[src/rtl/pipelined_controller.sv]
// Control path of the 5-stage RV32I pipeline: D-stage decode, E/M/W control registers,
// Execute-stage branch resolution and an optional multi-cycle mul/div occupancy sequencer.
module pipelined_controller #(
    parameter int M_EXT      = 1,
    parameter int MUL_CYCLES = 2,
    parameter int DIV_CYCLES = 33
) (
    input  logic       clk,
    input  logic       reset,
    input  logic [6:0] opD,
    input  logic [2:0] funct3D,
    input  logic       funct7b5D,
    input  logic       funct7b0D,
    input  logic       FlushE,
    input  logic       ZeroE,
    input  logic       LtE,
    input  logic       LtuE,
    output logic [1:0] ImmSrcD,
    output logic       ALUSrcE,
    output logic [3:0] ALUControlE,
    output logic       JalrE,
    output logic       PCSrcE,
    output logic [1:0] ResultSrcE,
    output logic       RegWriteE,
    output logic       MdValidE,
    output logic [2:0] MdOpE,
    output logic       MdStartE,
    output logic       MdDoneE,
    output logic       MdBusyE,
    output logic       MemWriteM,
    output logic       RegWriteM,
    output logic [1:0] ResultSrcM,
    output logic       RegWriteW,
    output logic [1:0] ResultSrcW
);

    localparam int MAX_CYCLES = (MUL_CYCLES > DIV_CYCLES) ? MUL_CYCLES : DIV_CYCLES;
    localparam int CW         = $clog2(MAX_CYCLES + 1);

    localparam logic [3:0] ALU_ADD  = 4'b0000;
    localparam logic [3:0] ALU_SUB  = 4'b0001;
    localparam logic [3:0] ALU_AND  = 4'b0010;
    localparam logic [3:0] ALU_OR   = 4'b0011;
    localparam logic [3:0] ALU_XOR  = 4'b0100;
    localparam logic [3:0] ALU_SLT  = 4'b0101;
    localparam logic [3:0] ALU_SLL  = 4'b0110;
    localparam logic [3:0] ALU_SRL  = 4'b0111;
    localparam logic [3:0] ALU_SRA  = 4'b1000;
    localparam logic [3:0] ALU_SLTU = 4'b1001;

    typedef struct packed {
        logic       reg_write;
        logic [1:0] result_src;
        logic       mem_write;
        logic       jump;
        logic       branch;
        logic [3:0] alu_control;
        logic       alu_src;
        logic       jalr;
        logic [2:0] funct3;
        logic       md_valid;
        logic [2:0] md_op;
    } ctrl_e_t;

    typedef struct packed {
        logic       reg_write;
        logic [1:0] result_src;
        logic       mem_write;
    } ctrl_m_t;

    typedef struct packed {
        logic       reg_write;
        logic [1:0] result_src;
    } ctrl_w_t;

    ctrl_e_t    dec_ctrl;
    logic [1:0] dec_imm_src;
    logic [1:0] dec_alu_op;
    logic       dec_md_sel;

    ctrl_e_t e_q, e_d;
    ctrl_m_t m_q, m_d;
    ctrl_w_t w_q;

    logic md_busy, md_start, md_done;
    logic br_taken;

    // Main decode followed by ALU decode; M ops reuse the R-type bundle but are flagged.
    always_comb begin
        dec_ctrl    = '0;
        dec_imm_src = 2'b00;
        dec_alu_op  = 2'b00;
        dec_md_sel  = (M_EXT != 0) && (opD == 7'b0110011) && funct7b0D;
        case (opD)
            7'b0000011: begin
                dec_ctrl.reg_write  = 1'b1;
                dec_ctrl.alu_src    = 1'b1;
                dec_ctrl.result_src = 2'b01;
            end
            7'b0100011: begin
                dec_imm_src        = 2'b01;
                dec_ctrl.alu_src   = 1'b1;
                dec_ctrl.mem_write = 1'b1;
            end
            7'b0110011: begin
                dec_ctrl.reg_write = 1'b1;
                dec_alu_op         = 2'b10;
            end
            7'b1100011: begin
                dec_imm_src     = 2'b10;
                dec_ctrl.branch = 1'b1;
                dec_alu_op      = 2'b01;
            end
            7'b0010011: begin
                dec_ctrl.reg_write = 1'b1;
                dec_ctrl.alu_src   = 1'b1;
                dec_alu_op         = 2'b10;
            end
            7'b1101111: begin
                dec_ctrl.reg_write  = 1'b1;
                dec_imm_src         = 2'b11;
                dec_ctrl.result_src = 2'b10;
                dec_ctrl.jump       = 1'b1;
            end
            7'b1100111: begin
                dec_ctrl.reg_write  = 1'b1;
                dec_ctrl.alu_src    = 1'b1;
                dec_ctrl.result_src = 2'b10;
                dec_ctrl.jump       = 1'b1;
                dec_ctrl.jalr       = 1'b1;
            end
            default: ;
        endcase

        case (dec_alu_op)
            2'b00:   dec_ctrl.alu_control = ALU_ADD;
            2'b01:   dec_ctrl.alu_control = ALU_SUB;
            default: begin
                case (funct3D)
                    3'b000:  dec_ctrl.alu_control = (opD[5] & funct7b5D) ? ALU_SUB : ALU_ADD;
                    3'b001:  dec_ctrl.alu_control = ALU_SLL;
                    3'b010:  dec_ctrl.alu_control = ALU_SLT;
                    3'b011:  dec_ctrl.alu_control = ALU_SLTU;
                    3'b100:  dec_ctrl.alu_control = ALU_XOR;
                    3'b101:  dec_ctrl.alu_control = funct7b5D ? ALU_SRA : ALU_SRL;
                    3'b110:  dec_ctrl.alu_control = ALU_OR;
                    default: dec_ctrl.alu_control = ALU_AND;
                endcase
            end
        endcase

        dec_ctrl.funct3 = funct3D;
        if (dec_md_sel) begin
            dec_ctrl.md_valid    = 1'b1;
            dec_ctrl.md_op       = funct3D;
            dec_ctrl.alu_control = ALU_ADD;
        end
    end

    assign ImmSrcD = dec_imm_src;

    // A running M op holds E in place; any flush arriving meanwhile is dropped.
    always_comb begin
        if (md_busy)     e_d = e_q;
        else if (FlushE) e_d = '0;
        else             e_d = dec_ctrl;
    end

    always_comb begin
        m_d = '0;
        if (!md_busy) begin
            m_d.reg_write  = e_q.reg_write;
            m_d.result_src = e_q.result_src;
            m_d.mem_write  = e_q.mem_write;
        end
    end

    always_ff @(posedge clk) begin
        if (reset) begin
            e_q <= '0;
            m_q <= '0;
            w_q <= '0;
        end else begin
            e_q <= e_d;
            m_q <= m_d;
            w_q.reg_write  <= m_q.reg_write;
            w_q.result_src <= m_q.result_src;
        end
    end

    always_comb begin
        case (e_q.funct3)
            3'b000:  br_taken = ZeroE;
            3'b001:  br_taken = !ZeroE;
            3'b100:  br_taken = LtE;
            3'b101:  br_taken = !LtE;
            3'b110:  br_taken = LtuE;
            3'b111:  br_taken = !LtuE;
            default: br_taken = 1'b0;
        endcase
    end

    assign PCSrcE = (e_q.branch & br_taken) | e_q.jump;

    generate
        if (M_EXT != 0) begin : g_md
            typedef enum logic {S_IDLE, S_BUSY} state_t;
            state_t        state_q, state_d;
            logic [CW-1:0] cnt_q, cnt_d;
            logic [CW-1:0] lat;

            assign lat = e_q.md_op[2] ? CW'(DIV_CYCLES) : CW'(MUL_CYCLES);

            always_ff @(posedge clk) begin
                if (reset) begin
                    state_q <= S_IDLE;
                    cnt_q   <= '0;
                end else begin
                    state_q <= state_d;
                    cnt_q   <= cnt_d;
                end
            end

            always_comb begin
                state_d = state_q;
                cnt_d   = cnt_q;
                case (state_q)
                    S_IDLE: begin
                        if (e_q.md_valid && (lat != CW'(1))) begin
                            state_d = S_BUSY;
                            cnt_d   = CW'(1);
                        end
                    end
                    default: begin
                        if (cnt_q < lat - CW'(1)) begin
                            cnt_d = cnt_q + CW'(1);
                        end else begin
                            state_d = S_IDLE;
                            cnt_d   = '0;
                        end
                    end
                endcase
            end

            always_comb begin
                md_start = 1'b0;
                md_busy  = 1'b0;
                md_done  = 1'b0;
                case (state_q)
                    S_IDLE: begin
                        if (e_q.md_valid) begin
                            md_start = 1'b1;
                            if (lat == CW'(1)) md_done = 1'b1;
                            else               md_busy = 1'b1;
                        end
                    end
                    default: begin
                        if (cnt_q < lat - CW'(1)) md_busy = 1'b1;
                        else                      md_done = 1'b1;
                    end
                endcase
            end
        end else begin : g_no_md
            assign md_start = 1'b0;
            assign md_busy  = 1'b0;
            assign md_done  = 1'b0;
        end
    endgenerate

    assign ALUSrcE     = e_q.alu_src;
    assign ALUControlE = e_q.alu_control;
    assign JalrE       = e_q.jalr;
    assign ResultSrcE  = e_q.result_src;
    assign RegWriteE   = e_q.reg_write;
    assign MdValidE    = e_q.md_valid;
    assign MdOpE       = e_q.md_op;
    assign MdStartE    = md_start;
    assign MdDoneE     = md_done;
    assign MdBusyE     = md_busy;
    assign MemWriteM   = m_q.mem_write;
    assign RegWriteM   = m_q.reg_write;
    assign ResultSrcM  = m_q.result_src;
    assign RegWriteW   = w_q.reg_write;
    assign ResultSrcW  = w_q.result_src;

endmodule

[config.mk]
export PLATFORM = sky130hd
export DESIGN_NAME = pipelined_controller
export DESIGN_NICKNAME = d
export VERILOG_FILES = /design/src/rtl/pipelined_controller.sv
export SDC_FILE = /design/constraint.sdc
export NUM_CORES = 1
export LEC_CHECK = 0
export ABC_AREA = 1
export ABC_CLOCK_PERIOD_IN_PS = 4100
export CORE_ASPECT_RATIO = 1.25
export CORE_MARGIN = 2
export CORE_UTILIZATION = 51
export DETAILED_ROUTE_END_ITERATION = 6
export GPL_TIMING_DRIVEN = 0
export PLACE_DENSITY = 0.84
export SLEW_MARGIN = 0
export SYNTH_ARGS = -nofsm -noshare
export SYNTH_HDL_FRONTEND = slang
export SYNTH_SLANG_ARGS = --single-unit
[constraint.sdc]
create_clock -name clk -period 4.1 [get_ports clk]
set_clock_uncertainty 0.05 [all_clocks]
set_input_delay 0.41 -clock clk [delete_from_list [all_inputs] [get_ports clk]]
set_output_delay 0.41 -clock clk [all_outputs]
set_load 0.02 [all_outputs]
# == Word-level counts from Yosys, hierarchy flattened ==
# Cells that the tools add are included.
# totals
word_cells,92
ff_bits,33
in_bits,18
# classes
n_reduce_logical,14
n_bitwise,3
mux,33
eq_ne,21
addsub,2
n_lt_le_gt_ge,1
# ops
cell,count
4-bit case mux with 7 select lines,1
6-bit 2-to-1 mux,4
"3-bit equality test, second input constant",7
"7-bit equality test, second input constant",3
1-bit 2-to-1 mux,19
19-bit 2-to-1 mux,1
"7-bit by 6-bit equality test with 1-bit output, second input constant",2
4-bit 2-to-1 mux,3
2-bit case mux with 2 select lines,2
4-bit case mux with 2 select lines,1
"7-bit by 2-bit equality test with 1-bit output, second input constant",1
"7-bit by 5-bit equality test with 1-bit output, second input constant",1
"6-bit by 1-bit adder with 6-bit output, second input constant",1
"3-bit by 1-bit equality test with 1-bit output, second input constant",2
"3-bit by 2-bit equality test with 1-bit output, second input constant",2
"6-bit by 1-bit equality test with 1-bit output, second input constant",1
3-bit logical NOT,2
6-bit less-than comparator,1
"6-bit by 1-bit != test with 1-bit output, second input constant",1
1-bit case mux with 6 select lines,1
2-bit case mux with 3 select lines,1
2-bit OR reduction,3
"6-bit by 1-bit subtractor with 6-bit output, second input constant",1
5-bit OR reduction,1
8 further kinds,12

# == Logic depth before layout (Yosys ltp) ==
# Gate-level depths: netlist of the first run.
# depth
word_depth,7
depth_mapped,12
ltp_nobuf,11

# == Worst setup path after synthesis of the first run ==
# No wires, ideal clock.
# synth_path
kind,register to output
start,register e_q (netlist bit MdOpE[2])
end,output port MdBusyE
path_stages_with_launch,8
arrival_time_ns,1.229
slack_ns,2.411
t_required_ns,3.640
cell_sequence,dfxtp_1 inv_1 ha_1 nand2_1 nand2_1 nor2_4 nand3_2 nand2_4
# synth_via
elab_chain_cells,5
# synth_rtl
item,line,source
"start, declared",81,"ctrl_e_t e_q, e_d;"
"start signal, assigned",180,e_q <= '0;
"start signal, assigned",184,e_q <= e_d;
6-bit 2-to-1 mux *,212,assign lat = e_q.md_op[2] ? CW'(DIV_CYCLES) : CW'(MUL_CYCLES);
6-bit by 1-bit subtractor with 6-bit output / 6-bit by 1-bit equality test with 1-bit output (equally long branches),"258, 253",
6-bit less-than comparator / 1-bit 2-to-1 mux (equally long branches),"258, 253",
"1-bit 2-to-1 mux, on equally long branches","258, 251",
1-bit 2-to-1 mux *,249,case (state_q)
"end, declared",29,"output logic MdBusyE,"
# Mark *: on every way between the ends. The rest lies on a longest branch, timed or not.

# == Worst setup path after layout of the first run ==
# Same ends and word-level chain as after synthesis.

==> flow_summary.ini, run 1 <==
[logic_synthesis]
synth.largest_area_cell = dfxtp_1
synth_nets = 260
ys_types = 27
avgSynthCellArea_um2 = 6.856
synth-edff-count = 0
synthArstFlopShare_pct = 0
syn_area_um2 = 1645
synth.area.top_cells = dfxtp_1 (39%), nand2_1 (14%), inv_1 (7.1%), nor2_1 (6.4%), nand3_1 (4.6%)
ys.flop_type = dfxtp_1
yosysWarningCount = 0
synth-seq-cells = 32
synth.most_common_cell = nand2_1
synth_commonest_cells = nand2_1 (60), dfxtp_1 (32), inv_1 (31), nor2_1 (28)
yosysTopAreaCellShare_pct = 38.94
synth.yosys.seq_area_share_pct = 38.94
syn_inst = 240

[clock_tree]
hold_buffers = 0
cts.sinks = 32
clk_latency_ns = 0.29
clk_pin_slew_ns = 0.07
numCtsBuffers = 5
ctsHtreeMaxLevel = 2
cts_buffer_depth = 2
root_buffer = clkbuf_8
cts_tree = built
cts_resized = 0
cts_setup_buffers = 0

[setup_path]
worstReg2RegStart = MdOpE[2]
cp.required_ns = 3.64
r2r_setup_slack_ns = 2.30
crit_path_start_kind = flop
r2r_end = MdOpE[0]
critPathArrivalTime_ns = 2.26
reg2reg_depth = 12
worstSetupPathType = reg2out
crit_path_end_kind = primary output
crit_fanout = 7
startpoint = MdOpE[2]

[sta]
tightest_slew_ns = 0.5413
drv_slew = 0
finalHoldViolCount = 0
slew-limit-headroom_pct = 63.78
setup_violations = 0
grt_setup_unrepaired = no
fin_crit_sh_pct = 66.43
fmax_mhz = 367.1
layout_min_cycle_time_ns = 2.724
tns_ns = 0
hold_slack_ns = 0.3787

[global_routing]
grt_pass1_wl_um = 6037
grt_max_degree = 12
grt_pass1_vias = 1475
grt_usage_pct = 23.20
grt_overflow = 0
grt_antenna_before_repair = 0

[placed_design]
port_buffers = 42
dp_hpwl_um = 2782
dpl.cell_count = 319
place_congestion = 0.9788

[hold_path]
holdCritStartpoint = ResultSrcM[0]
hp-class = reg2reg
hold_depth = 2
hold_end = ResultSrcW[0]

[floorplanning]
die_h_um = 67.51
die-area_um2 = 3699
start_util_pct = 52.45
core_area_um2 = 3137
num_io_pins = 44
dieWidth_um = 54.80
rows = 23

[detailed_routing]
wl_per_cell_um = 11.25
drtPass1Iterations = 4
drc_errors = 0
drt_iter0_drc = 41
antenna_left = 0
via_per_inst = 5.000
via_count = 1635
wl_um = 3680

[pwr]
power_density_nw_per_um2 = 299.6
p_leak_uw = 0.0009714
irDropWorstVdd_uv = 316.1

[cells_and_area]
stdcell_count = 327
syn2layout_area_growth_pct = 35.13
fillers = 290
drive_gt1_share_pct = 11.72
seqCellArea_um2 = 640.6
multi_input_area_um2 = 790.8
nets = 309
diodes = 0

[run_status]
outcome = finished, final reports clean

[job]
maxCapViolations = 0
-- cell type report --
type	count	share of cell area (%)
Timing Repair Buffer	42	18.91
Clock buffer	5	3.095
Inverter	34	5.740
Clock inverter	3	1.913
Buffer	12	3.883
Tap cell	37	2.082
Sequential cell	32	28.81
Multi-Input combinational cell	162	35.57
-- worst max path at each step --
stage                      end
finish                 MdBusyE
global route           MdBusyE
CTS                    MdBusyE
detailed placement  ImmSrcD[0]
global placement    ImmSrcD[0]
floorplan              MdBusyE
-- layer usage --
metal | GRT usage [%] | share of wire [%] | vias up
met4 | 12.81 | 3.3 | 0
li1 | - | - | 847
met2 | 39.14 | 51 | 46
met5 | 0 | 0 | -
met1 | 25.14 | 40 | 732
met3 | 6.858 | 5.7 | 10
-- critical path: stages (launching register included) --
cell	delay (ns)
dfxtp_1	0.40
inv_1	0.07
ha_1	0.32
nand2_1	0.08
nand2_1	0.08
nor2_4	0.14
nand3_2	0.14
nand2_4	0.15
clkdlybuf4s50_1	0.61
-- flip-flops by register name (all words and copies together), names as in the netlist, 2 cells and up --
register	flops
MdOpE	3
ALUControlE	4
ResultSrcM	2
ResultSrcW	2
ResultSrcE	2
g_md.cnt_q	6
e_q	5
-- power breakdown --
part           internal, uW  leakage, uW  total [uW]  switching (uW)
sequential              313     0.000258         314            1.44
clock                   180    0.0000541         301             122
combinational          23.3     0.000659        51.0            27.7
-- per-stage QoR --
stage / area [um2] / setup WS (ns) / utilization, % / total power [uW]
2_1_floorplan: 1645 / 2.411 / - / 345.3
3_3_place_gp: 2112 / 1.500 / 67.33 / 371.1
3_5_place_dp: 2112 / 1.490 / 67.33 / 371.7
4_1_cts: 2223 / 1.360 / 70.88 / 671.9
5_1_grt: 2223 / 1.252 / 70.88 / 690.0
6_report: 2223 / 1.376 / 70.88 / 666.1
-- cell usage in the layout (no fill, tap or decap) --
master,count
bufinv_16,1
buf_6,1
ha_1,2
nor4_1,1
nor3_1,2
nand2_2,6
nor2_1,28
nor2_2,1
o21ai_2,1
clkdlybuf4s50_1,42
nor3b_1,1
clkbuf_8,5
nand2_1,60
dfxtp_1,32
nand3_1,15
a211oi_1,2
inv_1,31
clkinv_2,1
nor2_4,3
nand2_4,1
nand3_2,1
clkbuf_1,2
a21oi_1,10
buf_4,9
o21a_1,1
o211ai_1,1
clkinvlp_4,1
o21ai_0,15
inv_2,3
nand4_1,6
xor2_1,3
o21ai_1,2
-- cell families after synthesis --
group	Yosys count	share of synthesized area, %
flops	32	38.94
fa+ha+maj	2	1.521
simple gates	125	34.37
buf+inv	46	13.00
compound gates	32	10.57
xor+xnor	3	1.597
No activity file was read; power rests on OpenSTA's default activity.
==> run 2: changes to the inputs <==
--- a/config.mk
+++ b/config.mk
@@ -6,13 +6,13 @@
 export NUM_CORES = 1
 export LEC_CHECK = 0
 export ABC_AREA = 1
-export ABC_CLOCK_PERIOD_IN_PS = 4100
+export ABC_CLOCK_PERIOD_IN_PS = 2300
 export CORE_ASPECT_RATIO = 1.25
 export CORE_MARGIN = 2
-export CORE_UTILIZATION = 51
+export CORE_UTILIZATION = 43
 export DETAILED_ROUTE_END_ITERATION = 6
 export GPL_TIMING_DRIVEN = 0
-export PLACE_DENSITY = 0.84
+export PLACE_DENSITY = 0.75
 export SLEW_MARGIN = 0
 export SYNTH_ARGS = -nofsm -noshare
 export SYNTH_HDL_FRONTEND = slang
==> constraint.sdc (replaced) <==
create_clock -name clk -period 2.3 [get_ports clk]
set_clock_uncertainty 0.05 [all_clocks]
set_input_delay 0.23 -clock clk [delete_from_list [all_inputs] [get_ports clk]]
set_output_delay 0.23 -clock clk [all_outputs]
set_load 0.02 [all_outputs]
==> flow_summary.ini, run 2 (same netlist as run 1, synthesis figures left out) <==
[detailed_routing]
drt_iter0_drc = 47
wl_um = 3698
antenna_left = 0
drc_errors = 0
drtPass1Iterations = 5
via_per_inst = 4.933
via_count = 1628
wl_per_cell_um = 11.21

[cells_and_area]
nets = 309
largest-register = g_md.cnt_q
seqCellArea_um2 = 640.6
fillers = 342
syn2layout_area_growth_pct = 35.13
multi_input_area_um2 = 793.3
postLayoutCellArea_um2 = 2223
largest_reg_flops = 6
layout_common_cells = nand2_1 (60), clkdlybuf4s50_1 (40), dfxtp_1 (32), inv_1 (31), nor2_1 (27)
diodes = 0
layout_commonest_cell = nand2_1
drive_gt1_share_pct = 12.41

[clock_tree]
clk_pin_slew_ns = 0.07
cts_setup_buffers = 0
ctsHtreeMaxLevel = 2
root_buffer = clkbuf_8
numCtsBuffers = 5
cts.sinks = 32
cts_tree = built
cts_buffer_depth = 2
hold_buffers = 0
clk_latency_ns = 0.28

[sta]
hold_slack_ns = 0.3681
layout_min_cycle_time_ns = 2.172
grt_setup_unrepaired = no
slew-limit-headroom_pct = 66.96
fmax_mhz = 460.5
finalHoldViolCount = 0
fin_crit_sh_pct = 94.42
tightest_slew_ns = 0.4956
setup_violations = 0
tns_ns = 0
drv_slew = 0

[setup_path]
critPathArrivalTime_ns = 1.89
worstSetupPathType = in2out
cp.required_ns = 2.02
reg2reg_depth = 12
crit_path_end_kind = primary output
crit_path_start_kind = input pin
crit_fanout = 5

[global_routing]
grt_antenna_before_repair = 0
grt_pass1_vias = 1522
grt_usage_pct = 18.32
grt_pass1_wl_um = 6003
grt_overflow = 0
grt_max_degree = 12

[job]
maxCapViolations = 0

[floorplanning]
rows = 25
die-area_um2 = 4340
core_area_um2 = 3722
start_util_pct = 44.20
num_io_pins = 44
die_h_um = 73.16
dieWidth_um = 59.33

[hold_path]
hold_depth = 2
hp-class = reg2reg

[placed_design]
place_congestion = 0.8884
port_buffers = 42
dp_hpwl_um = 2925
dpl_cell_area_um2 = 2116

[pwr]
power_density_nw_per_um2 = 531.8
irDropWorstVdd_uv = 350.5
p_leak_uw = 0.0009773
p_total_uw = 1182

[run_status]
outcome = finished, final reports clean
==> run 2: cell types whose count changed in the layout (fill, tap and decap cells not counted) <==
cell and delta:
clkbuf_2 +1, nor2_1 -1, dlygate4sd2_1 +1, nor2_2 +1, clkdlybuf4s50_1 -2
==> run 2: area by class of cell <==
cell class	count	area share [%]
sequential	32	28.81
buffer	12	3.883
inverter	34	5.740
multi-input combinational	162	35.68
timing repair buffer	42	18.63
clock inverter	3	1.913
clock buffer	5	3.095
tap	40	2.251
==> run 2: repair_timing <==
item	in CTS	in global routing
endpoints found under the setup margin	2	3
hold endpoints to repair	0	0
gates cloned	0	0
resized for setup	3	2
==> run 2: worst paths after layout <==
check / startpoint / slack (ns) / endpoint
max: opD[5] / 0.13 / ImmSrcD[0]
min reg2reg: ResultSrcM[1] / 0.37 / ResultSrcW[1]
max reg2reg: MdOpE[2] / 0.48 / MdOpE[0]
min: ResultSrcM[1] / 0.37 / ResultSrcW[1]
==> run 2: critical path: stages <==
cell and delay (ns):
clkdlybuf4s50_1 0.56, nand2_1 0.13, nor2_2 0.15, nand4_1 0.13
nand2_1 0.09, clkdlybuf4s50_1 0.60
==> run 2: routing by layer <==
layer / wire length, um / vias to the layer above / share of wire (%) / GRT usage, %
met5: 0 / - / 0 / 0
met4: 61 / 0 / 1.6 / 8.586
met3: 200 / 7 / 5.4 / 3.723
met2: 1922 / 46 / 52 / 33.94
met1: 1514 / 722 / 41 / 19.09
li1: - / 853 / - / -
==> run 2: power breakdown <==
part           internal [uW]  leakage, uW  switching (uW)
logic                   41.5     0.000665            50.5
clock network            320    0.0000541             210
registers                557     0.000258            2.67
total                    919     0.000977             264
==> run 2: through the flow <==
stage          instances  setup slack [ns]  util [%]
2_1_floorplan        240            0.6825         -
3_3_place_gp         322           0.06189     56.84
3_5_place_dp         322           0.04640     56.84
4_1_cts              330           0.02630     59.80
5_1_grt              330           0.01726     59.73
6_report             330            0.1282     59.73
==> RTL change 1, RTL diff (settings of run 2) <==
`M_EXT`: 1 -> 0.
--- a/src/rtl/pipelined_controller.sv
+++ b/src/rtl/pipelined_controller.sv
@@ -3,3 +3,3 @@
 module pipelined_controller #(
-    parameter int M_EXT      = 1,
+    parameter int M_EXT      = 0,
     parameter int MUL_CYCLES = 2,
Formal check against the unedited RTL: not equivalent (a bounded check fails within 4 cycles, from zero or initial values and one cycle with reset high).
==> RTL change 1 against run 2 <==
Worst setup slack improved by 0.22 ns; cell area shrank 34%; synthesized area is 39% lower; clock power shrank 47%; die area decreased by 37%; synthesized cell count is 43% lower; sequential cell count is 10 lower; routed wire length down 53%; maximum frequency increased by 11%; total power shrank 35%; register-to-register slack improved by 1.2 ns.
==> RTL change 1: results (changes against run 2) <==
- Pre-CTS setup slack: 0.08689 ns (was 0.04640 ns)
- Multi-In Gates: 78 (was 162)
- Mean area per synthesized cell: 7.342 sq um (was 6.856 sq um)
- Sequential cell area: 440.4 sq um (was 640.6 sq um)
- Min cycle time layout: 1.954 ns (was 2.172 ns)
- Most common library cells after synthesis: inv_1 (27), dfxtp_1 (22), nand2_1 (22) (was nand2_1 (60), dfxtp_1 (32), inv_1 (31))
- Hold Slack: 0.1199 ns (was 0.3681 ns)
- Vias/cell: 4.251 (was 4.933)
- Placed cell count: 207 (was 322)
- Clock-cell share of area: 0.03605 (was 0.05008)
- RD Place Congestion: 0.7935 (was 0.8884)
- Peak VDD IR: 0.3611 mV (was 0.3505 mV)
- Final-layout clock buffer total: 3 (was 5)
- Signal inverters: 28 (was 34)
- Crit-path max FO: 2 (was 5)
- Routed WL per cell: 8.204 um (was 11.21 um)
- Post-synthesis sequential area ratio: 0.4411 (was 0.3894)
- Min-delay worst type: input port to flip-flop (was flip-flop to flip-flop)
- Drt first-iter violations: 6 (was 47)
- IO buf count: 34 (was 42)
- Final wirelength: 1731 um (was 3698 um)
- DR pass1 iterations: 4 (was 5)
- Status: complete, no violations (unchanged)
- Fillers: 191 (was 342)
- Multi-input combinational area share: 0.2541 (was 0.3568)
- Nets@finish: 199 (was 309)
- Largest Register: e_q (was g_md.cnt_q)
- Largest net degree at the start of global routing: 14 (was 12)
- Data buffer area share: 0.3090 (was 0.2251)
- Share of cells above drive strength 1: 0.1444 (was 0.1241)
- Crit path DAT: 1.67 ns (was 1.89 ns)
- Latest clock arrival within the worst-skew pair: 0.30 ns (was 0.28 ns)
- Worst R2R Setup Slack: 1.71 ns (was 0.48 ns)
- Clock transition at the registers of the reported paths: 0.12 ns (was 0.07 ns)
- Hpwl dp: 1487 um (was 2925 um)
- Vias in the first global route: 781 (was 1522)
- Synth unique cells: 22 (was 27)
- First-pass GRT wire length: 2739 um (was 6003 um)
- Root Buffer: clkbuf_4 (was clkbuf_8)
- Synth area leaders: dfxtp_1 (44%), buf_4 (11%), inv_1 (10%), nand2_1 (8.3%), nor2_1 (7.1%) (was dfxtp_1 (39%), nand2_1 (14%), inv_1 (7.1%), nor2_1 (6.4%), nand3_1 (4.6%))
- FF+latch count: 22 (was 32)
==> RTL change 1: worst max-delay path: cells and delay by family <==
family | cells | cell delay (ns)
buffers and inverters | 2 | 1.08
AND/OR/NAND/NOR | 6 | 0.36
==> RTL change 1: logic make-up (layout without fill, tap and decap cells) <==
group,Yosys count,count (layout),share of synthesized area
AO/OA/AOI/OAI,7,7,0.04010
flip-flops,22,22,0.4411
buffers and inverters,42,80,0.2105
other,1,7,0.003756
AND/OR/NAND/NOR,64,64,0.3045
==> RTL change 1: what timing repair did <==
action,in CTS,in global routing
resized for setup,0,2
setup endpoints to repair,0,2
hold endpoints to repair,0,0
==> RTL change 1: metrics by stage <==
stage / instance area, sq um / power, mW / utilization
after global placement: 1400 / 0.4896 / 0.6333
after CTS: 1453 / 0.7718 / 0.6570
after global routing: 1458 / 0.7983 / 0.6593
after floorplan: 1021 / 0.4513 / -
after detailed placement: 1400 / 0.4921 / 0.6333
final: 1458 / 0.7665 / 0.6593
==> RTL change 1: power breakdown <==
| part | internal (mW) | switching [mW] |
|---|---|---|
| Combinational | 0.0475 | 0.0508 |
| Clock | 0.176 | 0.106 |
| Sequential | 0.384 | 0.00193 |
==> RTL change 1: layer usage <==
| metal | share of wire | vias up | track usage |
|---|---|---|---|
| met1 | 0.42 | 383 | 0.1468 |
| li1 | - | 480 | - |
| met5 | 0 | - | 0 |
| met2 | 0.51 | 32 | 0.2427 |
| met3 | 0.060 | 2 | 0.003115 |
| met4 | 0.0058 | 0 | 0.05556 |
==> RTL change 1: final timing paths <==
path                        end  depth (start not counted)          start
setup / recovery         PCSrcE                          8            LtE
hold / removal    ResultSrcW[1]                          2          reset
setup reg to reg  ResultSrcM[0]                          2  ResultSrcE[0]
hold reg to reg       MemWriteM                          2        e_q[15]
==> RTL change 2, RTL diff (flow settings as in run 2) <==
Made on the original files. Make the reset (`reset`) asynchronous in 2 clocked blocks.
--- a/src/rtl/pipelined_controller.sv
+++ b/src/rtl/pipelined_controller.sv
@@ -177,3 +177,3 @@
 
-    always_ff @(posedge clk) begin
+    always_ff @(posedge clk or posedge reset) begin
         if (reset) begin
@@ -213,3 +213,3 @@
 
-            always_ff @(posedge clk) begin
+            always_ff @(posedge clk or posedge reset) begin
                 if (reset) begin
Check against the original RTL: differs if reset is asserted again (counterexample within 4 cycles, from zero or initial values and one cycle with reset high); with reset held inactive, the same outputs for 10 cycles.
==> RTL change 2 against run 2 <==
Register-to-register slack got worse by 0.17 ns; total power fell by 1.9%; synthesized area rose by 9.0%; worst setup slack got worse by 0.047 ns; routed wire length rose by 5.2%; die area rose by 8.5%; sequential cell count did not move; critical path depth rose by 3; cell area rose by 11%.
==> RTL change 2: results (changes against run 2) <==
- IO buf count: 41 (was 42)
- Peak Freq: 450.8 MHz (was 460.5 MHz)
- Slew headroom: 0.5959 (was 0.6696)
- Synth area leaders: dfrtp_1 (45%), nand2_1 (10%), nor2_1 (5.9%), inv_1 (5.6%), nand3_1 (5.6%) (was dfxtp_1 (39%), nand2_1 (14%), inv_1 (7.1%), nor2_1 (6.4%), nand3_1 (4.6%))
- All-Layer GR Usage: 0.1833 (was 0.1832)
- Yosys top cell by area: dfrtp_1 (was dfxtp_1)
- Vias in the first global route: 1552 (was 1522)
- Largest delay share family, worst path: simple AND/OR/NAND/NOR gates (was buffers and inverters)
- Max-Cap Viols: 0 (unchanged)
- Most common library cells after synthesis: nand2_1 (50), dfrtp_1 (32), nor2_1 (28) (was nand2_1 (60), dfxtp_1 (32), inv_1 (31))
- RD Place Congestion: 0.8487 (was 0.8884)
- Share of cells above drive strength 1: 0.1549 (was 0.1241)
- Min-delay worst type: input port to async pin (was flip-flop to flip-flop)
- Max incr delay on CP: 0.39 ns (was 0.60 ns)
- Largest net degree at the start of global routing: 33 (was 12)
- First-pass GRT wire length: 6617 um (was 6003 um)
- Fillers: 395 (was 342)
- Clock transition at the registers of the reported paths: 0.06 ns
- Hold Slack: 0.2773 ns (was 0.3681 ns)
- Crit path DAT: 1.94 ns (was 1.89 ns)
- Pre-CTS setup slack: -0.1374 ns (was 0.04640 ns)
- Share of synthesized registers carrying an async set or reset: 1.000 (was 0)
- TritonCTS Buffers: 5 (unchanged)
- Hpwl dp: 3000 um (was 2925 um)
- Switching pwr: 0.2799 mW (was 0.2636 mW)
- Largest Register: g_md.cnt_q (unchanged)
- Slowest-stage cell, CP: dfrtp_1 (was clkdlybuf4s50_1)
- Leakage: 1.218 nW (was 0.9773 nW)
- Drt first-iter violations: 71 (was 47)
- Antenna violations before repair: 0 (unchanged)
- Root Buffer: clkbuf_8 (unchanged)
- Routed WL per cell: 11.45 um (was 11.21 um)
- Largest register FFs: 6 (unchanged)
- Crit-path max FO: 11 (was 5)
- Status: complete, no violations (unchanged)
- Nets@finish: 303 (was 309)
- CTS HTree Levels: 2 (unchanged)
- Peak VDD IR: 0.2303 mV (was 0.3505 mV)
- CTS Buffer Depth: 2 (unchanged)
- Synth unique cells: 30 (was 27)
- Ys Warns: 0 (unchanged)
- Vias/cell: 4.803 (was 4.933)
- Post-synthesis sequential area ratio: 0.4463 (was 0.3894)
- Latest clock arrival within the worst-skew pair: 0.27 ns
- Synth Net Count: 246 (was 260)
- DR pass1 iterations: 4 (was 5)
- Worst R2R Setup Slack: 0.31 ns (was 0.48 ns)
- Ant diodes: 0 (unchanged)
## RTL change 2: worst register-to-register path, stage by stage (launching register included)
cell     delay (ns)
dfrtp_1        0.39
inv_1          0.06
ha_1           0.32
nand2_1        0.08
nand2_1        0.08
nor2_4         0.14
nand3_4        0.15
buf_4          0.18
buf_4          0.12
buf_4          0.12
nand3_1        0.10
nand3_1        0.08
## RTL change 2: timing repair
action / in CTS / in global routing
setup endpoints to repair: 2 / 4
hold endpoints to repair: 0 / 0
buffers inserted: 0 / 8
gates cloned: 0 / 0
pin swaps: 0 / 1
resized for setup: 4 / 7
## RTL change 2: cell families (layout without fill, tap and decap cells)
| kind of cell | Yosys count | count (layout) | share of synthesized area |
|---|---|---|---|
| AOI/OAI and AO/OA | 28 | 28 | 0.09275 |
| and+or+nand+nor | 116 | 116 | 0.2964 |
| xor gates and xnor gates | 4 | 4 | 0.01953 |
| DFF | 32 | 32 | 0.4463 |
| adders and majority gates | 2 | 2 | 0.01394 |
| buffers and inverters | 44 | 102 | 0.1311 |
## RTL change 2: metrics by stage
stage	TNS [ns]	instance area, sq um	instances	total power, mW
2_1_floorplan	0	1794	226	0.6684
3_3_place_gp	-0.1137	2275	323	0.7206
3_5_place_dp	-0.1374	2275	323	0.7239
4_1_cts	-0.1024	2365	331	1.154
5_1_grt	-0.02780	2464	340	1.206
6_report	0	2464	340	1.160
## RTL change 2: path summary, 6_finish.rpt
| path | start | cells after the start | endpoint |
|---|---|---|---|
| max | MdOpE[2] | 9 | MdBusyE |
| min | reset | 2 | e_q[6] |
| max reg2reg | MdOpE[2] | 11 | RegWriteE |
| min reg2reg | ResultSrcM[1] | 0 | ResultSrcW[1] |
| max in group asynchronous | reset | 3 | ResultSrcW[1] |
| min in group clk | funct3D[2] | 3 | MdOpE[2] |
## RTL change 2: power groups by stage
| stage | clock network, mW | registers [mW] | logic [mW] |
|---|---|---|---|
| final | 0.436 | 0.581 | 0.143 |
| after floorplan | 0 | 0.591 | 0.0776 |
| after detailed placement | 0 | 0.592 | 0.132 |
| after CTS | 0.440 | 0.581 | 0.133 |
| after global placement | 0 | 0.591 | 0.130 |
| after global routing | 0.462 | 0.582 | 0.162 |
## RTL change 2: cell type report
type                    count  area [sq um]  area share
multi-input cells         150         768.2      0.3118
well taps                  56         70.07     0.02844
repair buffers             50         499.2      0.2026
flip-flops and latches     32         800.8      0.3250
clock buffers               8         90.09     0.03657
plain buffers              14         117.6     0.04774
inverters                  30         117.6     0.04774
## RTL change 2: routing by layer
metal  track usage  share of wire  up-vias
met5             0              0        -
met4       0.04043          0.015        0
met3       0.05093          0.041        7
met2        0.3147           0.53       34
met1        0.2212           0.41      761
li1              -              -      831
